$ cat config.mk
export PLATFORM = sky130hd
export DESIGN_NAME = gen_share_arbiter
export DESIGN_NICKNAME = d
export VERILOG_FILES = /design/src/rtl/gen_share_arbiter.sv
export SDC_FILE = /design/constraint.sdc
export NUM_CORES = 1
export LEC_CHECK = 0
export CORE_AREA = 2 2 191 193
export CTS_CLUSTER_DIAMETER = 150
export DETAILED_ROUTE_END_ITERATION = 16
export DIE_AREA = 0 0 193 195
export GPL_ROUTABILITY_DRIVEN = 0
export PLACE_DENSITY = 0.67
export SLEW_MARGIN = 25
export SYNTH_ARGS = -nofsm -noshare
export SYNTH_HDL_FRONTEND = slang
export SYNTH_SLANG_ARGS = --single-unit
$ cat constraint.sdc
create_clock -name _clock -period 1.83 [get_ports _clock]
set_input_delay 0.366 -clock _clock [delete_from_list [all_inputs] [get_ports _clock]]
set_output_delay 0.366 -clock _clock [all_outputs]
set_load 0.05 [all_outputs]
$ cat src/rtl/gen_share_arbiter.sv
`default_nettype none
// ============================================================================
//  Module      : gen_share_arbiter
//  Description : Round-robin sharing of one start/ready/valid/done generator
//                between two requesters. Each requester sees a private
//                generator-style port; the arbiter launches the shared
//                instance with the winner's arguments and steers the output
//                stream back to it with zero added latency.
//  Revision    : 1.0  initial release
// ============================================================================
module gen_share_arbiter #(
  parameter int WIDTH = 32
) (
  input  logic                    _clock,
  input  logic                    _reset,

  // requester 0
  input  logic                    r0_start,
  input  logic signed [WIDTH-1:0] r0_base,
  input  logic signed [WIDTH-1:0] r0_limit,
  input  logic signed [WIDTH-1:0] r0_step,
  output logic                    r0_ack,
  input  logic                    r0_ready,
  output logic                    r0_valid,
  output logic                    r0_done,
  output logic signed [WIDTH-1:0] r0_0,
  output logic signed [WIDTH-1:0] r0_1,

  // requester 1
  input  logic                    r1_start,
  input  logic signed [WIDTH-1:0] r1_base,
  input  logic signed [WIDTH-1:0] r1_limit,
  input  logic signed [WIDTH-1:0] r1_step,
  output logic                    r1_ack,
  input  logic                    r1_ready,
  output logic                    r1_valid,
  output logic                    r1_done,
  output logic signed [WIDTH-1:0] r1_0,
  output logic signed [WIDTH-1:0] r1_1,

  // shared generator
  output logic                    g_start,
  output logic                    g_reset,
  output logic signed [WIDTH-1:0] g_base,
  output logic signed [WIDTH-1:0] g_limit,
  output logic signed [WIDTH-1:0] g_step,
  output logic                    g_ready,
  input  logic                    g_valid,
  input  logic                    g_done,
  input  logic signed [WIDTH-1:0] g_0,
  input  logic signed [WIDTH-1:0] g_1
);

  localparam logic [1:0] ST_IDLE   = 2'd0;
  localparam logic [1:0] ST_LAUNCH = 2'd1;
  localparam logic [1:0] ST_STREAM = 2'd2;

  logic [1:0]              state_q, state_d;
  logic                    owner_q, owner_d;
  logic                    prio_q, prio_d;
  logic                    g_start_q, g_start_d;
  logic                    r0_ack_q, r0_ack_d;
  logic                    r1_ack_q, r1_ack_d;
  logic                    r0_done_q, r0_done_d;
  logic                    r1_done_q, r1_done_d;
  logic signed [WIDTH-1:0] base_q, base_d;
  logic signed [WIDTH-1:0] limit_q, limit_d;
  logic signed [WIDTH-1:0] step_q, step_d;

  // Last tuple each requester saw; shown whenever it is not the streaming owner.
  logic signed [WIDTH-1:0] r0_hold0_q, r0_hold1_q;
  logic signed [WIDTH-1:0] r1_hold0_q, r1_hold1_q;

  logic w_streaming;
  logic w_pass0;
  logic w_pass1;
  logic w_own_ready;
  logic w_end_of_call;
  logic w_cooldown;
  logic w_any_req;
  logic w_winner;

  assign w_streaming = (state_q == ST_STREAM);
  assign w_pass0     = w_streaming && !owner_q;
  assign w_pass1     = w_streaming &&  owner_q;
  assign w_own_ready = owner_q ? r1_ready : r0_ready;

  // A call ends once the generator reports done with no beat still waiting
  // to be taken by the owner.
  assign w_end_of_call = w_streaming && g_done && !(g_valid && !g_ready);

  // The cycle a done pulse is out, no new launch is decided; this keeps the
  // next g_start at least two cycles behind the done pulse.
  assign w_cooldown = r0_done_q || r1_done_q;

  assign w_any_req = r0_start || r1_start;
  // Contention goes to the priority pointer; otherwise the sole requester.
  assign w_winner  = (r0_start && r1_start) ? prio_q : r1_start;

  // Generator-side outputs.
  assign g_reset = _reset;
  assign g_start = g_start_q;
  assign g_base  = base_q;
  assign g_limit = limit_q;
  assign g_step  = step_q;
  assign g_ready = w_streaming && w_own_ready;

  // Requester-side outputs: owner gets the live stream, others hold.
  assign r0_ack   = r0_ack_q;
  assign r1_ack   = r1_ack_q;
  assign r0_done  = r0_done_q;
  assign r1_done  = r1_done_q;
  assign r0_valid = w_pass0 && g_valid;
  assign r1_valid = w_pass1 && g_valid;
  assign r0_0     = w_pass0 ? g_0 : r0_hold0_q;
  assign r0_1     = w_pass0 ? g_1 : r0_hold1_q;
  assign r1_0     = w_pass1 ? g_0 : r1_hold0_q;
  assign r1_1     = w_pass1 ? g_1 : r1_hold1_q;

  // Next-state logic: grant in IDLE, one launch cycle, then stream to done.
  always_comb begin
    state_d   = state_q;
    owner_d   = owner_q;
    prio_d    = prio_q;
    g_start_d = 1'b0;
    r0_ack_d  = 1'b0;
    r1_ack_d  = 1'b0;
    r0_done_d = 1'b0;
    r1_done_d = 1'b0;
    base_d    = base_q;
    limit_d   = limit_q;
    step_d    = step_q;

    case (state_q)
      ST_IDLE: begin
        if (w_any_req && !w_cooldown) begin
          owner_d   = w_winner;
          base_d    = w_winner ? r1_base  : r0_base;
          limit_d   = w_winner ? r1_limit : r0_limit;
          step_d    = w_winner ? r1_step  : r0_step;
          g_start_d = 1'b1;
          r0_ack_d  = !w_winner;
          r1_ack_d  =  w_winner;
          state_d   = ST_LAUNCH;
        end
      end

      ST_LAUNCH: begin
        state_d = ST_STREAM;
      end

      ST_STREAM: begin
        if (w_end_of_call) begin
          r0_done_d = !owner_q;
          r1_done_d =  owner_q;
          prio_d    = !owner_q;
          state_d   = ST_IDLE;
        end
      end

      default: begin
        state_d = ST_IDLE;
      end
    endcase
  end

  // Control and argument registers.
  always_ff @(posedge _clock) begin
    if (_reset) begin
      state_q   <= ST_IDLE;
      owner_q   <= 1'b0;
      prio_q    <= 1'b0;
      g_start_q <= 1'b0;
      r0_ack_q  <= 1'b0;
      r1_ack_q  <= 1'b0;
      r0_done_q <= 1'b0;
      r1_done_q <= 1'b0;
      base_q    <= '0;
      limit_q   <= '0;
      step_q    <= '0;
    end else begin
      state_q   <= state_d;
      owner_q   <= owner_d;
      prio_q    <= prio_d;
      g_start_q <= g_start_d;
      r0_ack_q  <= r0_ack_d;
      r1_ack_q  <= r1_ack_d;
      r0_done_q <= r0_done_d;
      r1_done_q <= r1_done_d;
      base_q    <= base_d;
      limit_q   <= limit_d;
      step_q    <= step_d;
    end
  end

  // Track what each requester last saw so its outputs freeze when not owner.
  always_ff @(posedge _clock) begin
    if (_reset) begin
      r0_hold0_q <= '0;
      r0_hold1_q <= '0;
      r1_hold0_q <= '0;
      r1_hold1_q <= '0;
    end else begin
      if (w_pass0) begin
        r0_hold0_q <= g_0;
        r0_hold1_q <= g_1;
      end
      if (w_pass1) begin
        r1_hold0_q <= g_0;
        r1_hold1_q <= g_1;
      end
    end
  end

endmodule
`default_nettype wire

* After elaboration in Yosys (flattened, before gate mapping)
Index checks and enable logic that the tools add are counted.
Word-level totals: word-level logic and storage cells 60, bits of input ports 264, register bits 233
Cells by class: bitwise operators 4, reductions and logical operators 24, multiplexer cells 13, equal/unequal tests 4
Operator list (number):
- $mux W32 | 7
- $logic_and A1 B1 Y1 | 10
- $pmux W2 S3 | 1
- $reduce_and A2 Y1 | 3
- $reduce_or A3 Y1 | 2
- $logic_not A1 Y1 | 5
- $mux W2 | 2
- $not A1 Y1 | 4
- $mux W1 | 3
- $eq A2 B1 Y1 const B | 1
- $eq A2 B2 Y1 const B | 1
- $logic_not A2 Y1 | 1
- $logic_or A1 B1 Y1 | 2
- $ne A2 B1 Y1 const B | 1
- $ne A2 B2 Y1 const B | 1
- $reduce_or A2 Y1 | 1

* Logic depth before layout (Yosys ltp)
depth in word-level cells 8, mapped depth 7

* Worst setup path after synthesis
OpenSTA, ideal clock, no wires.
kind flip-flop to output port, start register state_q[0], end output r0_valid, arrival 1591 ps, setup slack -127 ps, cell stages (with the launch flop) 3, cells stage by stage dfxtp_1 -> nand2b_1 -> nor3_1
On the way: longest elaborated chain between the ends 3
Ends and longest elaborated chain:
- start: declaration | line 58 | logic [1:0] state_q, state_d;
- start signal: assignment | line 182 | state_q <= state_d;
- $eq A2 B2 Y1 | line 83 | assign w_streaming = (state_q == ST_STREAM);
- $logic_and A1 B1 Y1 | line 84 | assign w_pass0 = w_streaming && !owner_q;
- $logic_and A1 B1 Y1 | line 113 | assign r0_valid = w_pass0 && g_valid;
- end: declaration | line 24 | output logic r0_valid,
Every way passes these cells.

* Worst setup path in the final report
start register owner_q, end output r0_1[10]
On the way: longest elaborated chain between the ends 3
Ends and longest elaborated chain:
- start: declaration | line 59 | logic owner_q, owner_d;
- start signal: assignment | line 183 | owner_q <= owner_d;
- $logic_not A1 Y1 | line 84
- $logic_and A1 B1 Y1 | line 84
- $mux W32
- end: declaration | line 27 | output logic signed [WIDTH-1:0] r0_1,
Every way passes these cells.

==> results.sh <==
export IMPL_p_leak_nw=7.56
export IMPL_fmaxAchievable_mhz=415
export IMPL_crit_type="reg2out"
export IMPL_viasPerCell=5.04
export IMPL_tightest_slew_ns=0.564
export IMPL_finalClockSkew_ns=0.00926
export IMPL_port_buffers=496
export IMPL_netlist_area_leader_share_pct=45.9
export IMPL_avgSynthCellArea_um2=9.95
export IMPL_cp_required_ns=1.46
export IMPL_clock_path_buffers=3
export IMPL_worstSetupStartpointType="flip-flop"
export IMPL_synth_warnings=0
export IMPL_holdPathEnd="r1_hold0_q[12]"
export IMPL_violations="setup timing"
export IMPL_synthAdderAreaFrac_pct=0
export IMPL_drv_slew=0
export IMPL_fp_dieW_um=193
export IMPL_root_buffer="clkbuf_16"
export IMPL_wl_per_cell_um=20.9
export IMPL_worstHoldPathType="in2reg"
export IMPL_drc=0
export IMPL_arrival_ns=2.04
export IMPL_max_vdd_ir_drop_mv=0.726
export IMPL_io_pins=497
export IMPL_grt_pass1_vias=9951
export IMPL_layout_min_cycle_time_ns=2.41
export IMPL_holdPathStages=2
export IMPL_drtPass1Iterations=5
export IMPL_coreArea_um2=35400
export IMPL_rows=69
export IMPL_synth_seq_cells=233
export IMPL_setup_violations_final=201
export IMPL_r2r_cells=8
export IMPL_min_from="_reset"
export IMPL_dpl_cell_area_um2=16200
export IMPL_layout_common_cells="clkdlybuf4s50_1 (261), dfxtp_1 (230), buf_4 (141)"
export IMPL_synth_simple_area_share_pct=16.4
export IMPL_critPathMaxFanout=8
export IMPL_layout_commonest_cell="clkdlybuf4s50_1"
export IMPL_postCtsHoldBufs=0
export IMPL_grt_pass1_wl_mm=57.1
export IMPL_relSlewSlack_pct=62.2
export IMPL_yosysSeqAreaShare_pct=45.9
export IMPL_diodes=0
export IMPL_area_delta_synth_final_pct=84.5
export IMPL_power_density_nw_per_um2=913
export IMPL_status="finished with violations"
export IMPL_nFillCells=3074
export IMPL_ant_nets=0
export IMPL_cts_sinks=233
export IMPL_drt_total_wl_mm=42.2
export IMPL_grt_max_degree=85
export IMPL_final_setup_tns_ns=-74.64
export IMPL_synth_xor_area_share_pct=0
export IMPL_fin_ws_ns=-0.580
export IMPL_clk_insertion_delay_late_ns=0.54
export IMPL_vias=10200
export IMPL_cts_tree="done"
export IMPL_rsz0062_at_grt="yes"
export IMPL_dp_final_hpwl_mm=27.2
export IMPL_postLayoutCellArea_um2=18700
export IMPL_antenna_found_initial=0
export IMPL_initial_core_util_pct=28.7
export IMPL_syn_area_um2=10200
export IMPL_synth_top_family_by_area="compound AO/OA/AOI/OAI gates"
export IMPL_clk_pin_slew_ns=0.06
export IMPL_synth_area_top_cells="dfxtp_1 (46%), mux2_2 (14%), a311oi_1 (8.3%)"
export IMPL_hold_viol=0
export IMPL_die_y_um=195
export IMPL_numCtsBuffers=28
export IMPL_syn_nets=1285
export IMPL_drive_gt1_share_pct=33.8
export IMPL_yosysTopAreaCell="dfxtp_1"
export IMPL_syn_inst=1021
export IMPL_ys_types=29
export IMPL_die_area_um2=37600
export IMPL_fin_crit_sh_pct=132
export IMPL_drt_iter0_drc=370
export IMPL_r2r_slack_ns=-0.12
export IMPL_worstReg2RegStart="state_q[1]"
export IMPL_grt_usage_pct=19.2
export IMPL_final_nets=1796
export IMPL_critPathCaptureType="output pin"
export IMPL_grt_overflow_total=0
export IMPL_r2r_end="g_step[24]"
export IMPL_synth_compound_area_share_pct=18.2
export IMPL_muxShareOfSynthArea_pct=14.3
export IMPL_h_tree_depth=1
export IMPL_maxCapViolCount=0
final cells by class:
cell class,instances,area [um2],share of cell area [%]
clock inverters,8,72.6,0.387
inverters,4,15.0,0.0802
repair buffers,595,7090,37.9
clock buffers,44,852,4.55
multi-input cells,670,5450,29.1
flip-flops and latches,233,4670,24.9
well taps,461,577,3.08
critical path, cell delays in order (launching register included):
cell and delay, ns:
dfxtp_2 0.34, nor3b_4 0.22, buf_6 0.14, buf_12 0.13, buf_12 0.14, mux2_2 0.35
buf_6 0.16
synthesized netlist by cell type:
master,instances
inv_1,3
a311oi_1,96
nor4_4,1
nor4_1,1
a21oi_1,98
nand2_1,1
nor2b_1,129
mux2i_1,1
or3b_2,1
a211oi_1,2
or4_4,1
o31ai_1,1
nand3b_1,97
mux2_2,128
buf_4,13
clkinv_1,1
clkbuf_1,77
or2_2,1
buf_2,23
o21ai_0,97
nor2_1,6
or3_1,1
a211o_1,1
nor2_4,1
nor3_1,3
nor3b_1,2
nand2b_1,1
clkbuf_2,1
dfxtp_1,233
repair_timing:
item                       CTS  global route
resized for setup          145            87
gates cloned                 4            20
hold endpoints to repair     0             0
setup endpoints to repair  139           227
buffers inserted             8            14
pin swaps                    5            10
routing by layer:
| metal | global-route usage [%] | routed length [um] |
|---|---|---|
| met5 | 0 | 0 |
| met4 | 4.83 | 1010 |
| met3 | 6.34 | 4050 |
| met2 | 34.5 | 21000 |
| met1 | 21.6 | 16100 |
worst max-delay path by stage:
stage               slack (ns)           to  cells past startpoint        from
floorplan                 0.02     r1_0[23]                      4  state_q[0]
global placement         -0.12  g_limit[21]                      5    r0_start
detailed placement       -0.15   g_base[29]                      6    r0_start
CTS                      -0.61     r1_0[29]                      6  state_q[1]
global route             -0.67     r0_1[12]                      6     owner_q
finish                   -0.58     r0_1[10]                      6     owner_q
cells by family after synthesis:
| family | Yosys count |
|---|---|
| AOI/OAI and AO/OA | 295 |
| buffers and inverters | 118 |
| DFF | 233 |
| muxes | 129 |
| and+or+nand+nor | 246 |
sequential cells by signal, indices dropped and copies added, names as in the netlist:
signal,flops
g_base,32
g_limit,32
g_start,1
g_step,32
owner_q,1
prio_q,1
r0_ack,1
r0_done,1
r0_hold0_q,32
r0_hold1_q,32
r1_ack,1
r1_done,1
r1_hold0_q,32
r1_hold1_q,32
state_q,2
metrics by stage:
step | hold slack, ns | total power, mW | std cells | setup WS, ns | utilization [%]
3_5_place_dp | 0.512 | 10.8 | 1922 | -0.153 | 45.8
3_3_place_gp | 0.500 | 10.8 | 1922 | -0.119 | 45.8
5_1_grt | 0.138 | 17.8 | 2015 | -0.666 | 52.9
6_report | 0.160 | 17.1 | 2015 | -0.580 | 52.9
2_1_floorplan | 0.434 | 8.76 | 1021 | 0.0180 | -
4_1_cts | 0.129 | 16.8 | 1985 | -0.611 | 50.5
power breakdown:
group          internal (mW)  switching (mW)
logic                   2.56            3.27
clock network           3.33            2.25
registers               5.48           0.214
(Power assumes the default switching activity.)
==> patch, RTL diff (config.mk and constraints unchanged) <==
Change the parameter `WIDTH` from 32 to 36.
--- a/src/rtl/gen_share_arbiter.sv
+++ b/src/rtl/gen_share_arbiter.sv
@@ -10,5 +10,5 @@
 // ============================================================================
 module gen_share_arbiter #(
-  parameter int WIDTH = 32
+  parameter int WIDTH = 36
 ) (
   input  logic                    _clock,
Ports: changed (15 resized); port bits go from 497 to 557. The function was not compared with the original's and may differ.
==> patch against the unedited design <==
  * The flow still finishes with violations (negative setup slack)
  * Utilization rose by 6.6 points
  * Synthesized area rose by 12%
  * Sequential cell count is 28 higher
  * Count of clock-buffer cells in the layout is 4 lower
  * Wire length increased by 20%
  * Total power increased by 11%
  * Non-clock buffer count up 78
  * Design area up 13%
  * Worst setup slack worse by 8.6 ps
  * Critical endpoint is now r0_0[14]
  * Largest cell class unchanged
==> patch: results (changes against the unedited design) <==
Run status: finished with violations (unchanged)
Failing checks: negative setup slack (unchanged)
FF-to-FF Start: state_q[0] (was state_q[1])
CTS Buffer Depth: 3 (unchanged)
Iter 0 DRT Violations: 529 (was 370)
Synth top cells by count: 261 x dfxtp_1, 145 x nor2b_1, 144 x mux2_2, 110 x a21oi_1 (was 233 x dfxtp_1, 129 x nor2b_1, 128 x mux2_2, 98 x a21oi_1)
Fin Hold WS: 165 ps (was 160 ps)
CP peak stage delay: 380 ps (was 350 ps)
Synth Net Count: 1,440 (was 1,285)
HP Start: r1_start (was _reset)
Worst setup margin: -589 ps (was -580 ps)
Setup bufs post-CTS: 13 (was 8)
Dpl hpwl: 33.4 mm (was 27.2 mm)
First-pass GRT wire length: 69.0 mm (was 57.1 mm)
Worst Hold Depth: 3 (was 2)
Clock latency on the worst-skew pair: 560 ps (was 540 ps)
Yosys cell types: 29 (unchanged)
Post-synthesis mux area share: 14.4% (was 14.3%)
Static Leak: 8.53 nW (was 7.56 nW)
Clock skew: 24.4 ps (was 9.26 ps)
Antenna violations before repair: 12 (was 0)
CTS resizes: 217 (was 145)
Via count: 11,500 (was 10,200)
FF-to-FF path depth: 9 (was 8)
Nets: 2,015 (was 1,796)
Max VDD drop: 0.869 mV (was 0.726 mV)
Hold Crit Endpoint: g_limit[29] (was r1_hold0_q[12])
CTS H-tree depth: 1 (unchanged)
Synth top area cells: dfxtp_1 46%, mux2_2 14%, a311oi_1 8.3% (unchanged)
Reg2Reg Setup Slack: -30 ps (was -120 ps)
IO buf count: 556 (was 496)
Num CTS Buffers: 29 (was 28)
Compound-Gate Fraction of Synth Area: 18.3% (was 18.2%)
Critical Path Source: owner_q (unchanged)
Largest net degree at the start of global routing: 74 (was 85)
Final setup viols: 152 (was 201)
RR Endpoint: g_step[9] (was g_step[24])
Seq/Total Area, Yosys: 46.0% (was 45.9%)
Vias in the first global route: 11,400 (was 9,951)
Gr usage total: 23.7% (was 19.2%)
Switching share of power: 33.9% (was 33.5%)
Worst-Margin Slew: 447 ps (was 564 ps)
Layout cell share with drive strength beyond 1: 33.9% (was 33.8%)
PwrDens: 898 nW/um2 (was 913 nW/um2)
CP max FO: 26 (was 8)
Wirelength per Cell: 22.8 um (was 20.9 um)
Flop pwr share: 33.7% (was 33.3%)
Comb power frac: 35.2% (was 34.1%)
patch: cell families after synthesis:
| family | Yosys count |
|---|---|
| AND/OR/NAND/NOR | 274 |
| multiplexers | 145 |
| buffers and inverters | 133 |
| flip-flops | 261 |
| AO/OA/AOI/OAI | 331 |
patch: how the worst max path moves through the flow:
stage	to	slack [ps]	cells after the start
2_1_floorplan	r0_0[0]	60	4
3_3_place_gp	g_limit[11]	-40	6
5_1_grt	r0_0[14]	-650	5
4_1_cts	r0_0[18]	-600	6
3_5_place_dp	g_base[35]	-90	6
6_report	r0_0[14]	-590	5
patch: worst register-to-register path, cell delays in order, from the launching register on:
cell and delay, ps:
dfxtp_2 340, buf_4 140, buf_4 130, nor4_4 240, buf_4 190, buf_8 140
buf_12 120, buf_16 130, a21oi_1 60, a311oi_1 250
patch: through the flow:
stage	cells	utilization (%)	setup TNS, ps	setup WS (ps)	instance area (um2)
after floorplan	1144	-	0	61.3	11400
after global placement	2099	51.1	-737	-37.9	18100
after detailed placement	2099	51.1	-3630	-91.4	18100
after CTS	2170	56.9	-79610	-603	20200
after global routing	2210	59.5	-94730	-650	21100
final	2213	59.6	-79920	-589	21100
patch: layout make-up:
cell class              count  area, um2
multi-input cells         750       6160
diodes                     10       25.0
clock inverters            14        133
fillers                  2892      14300
clock buffers              40        827
repair buffers            673       8110
inverters                   4       15.0
flip-flops and latches    261       5230
well taps                 461        577
patch: layer usage:
metal / vias up / GRT usage (%) / part of all wire, %
met5: - / 0 / 0.026
met4: 2 / 9.09 / 3.7
met3: 105 / 7.44 / 9.4
met2: 516 / 42.5 / 51
met1: 5537 / 25.9 / 36
li1: 5351 / - / -
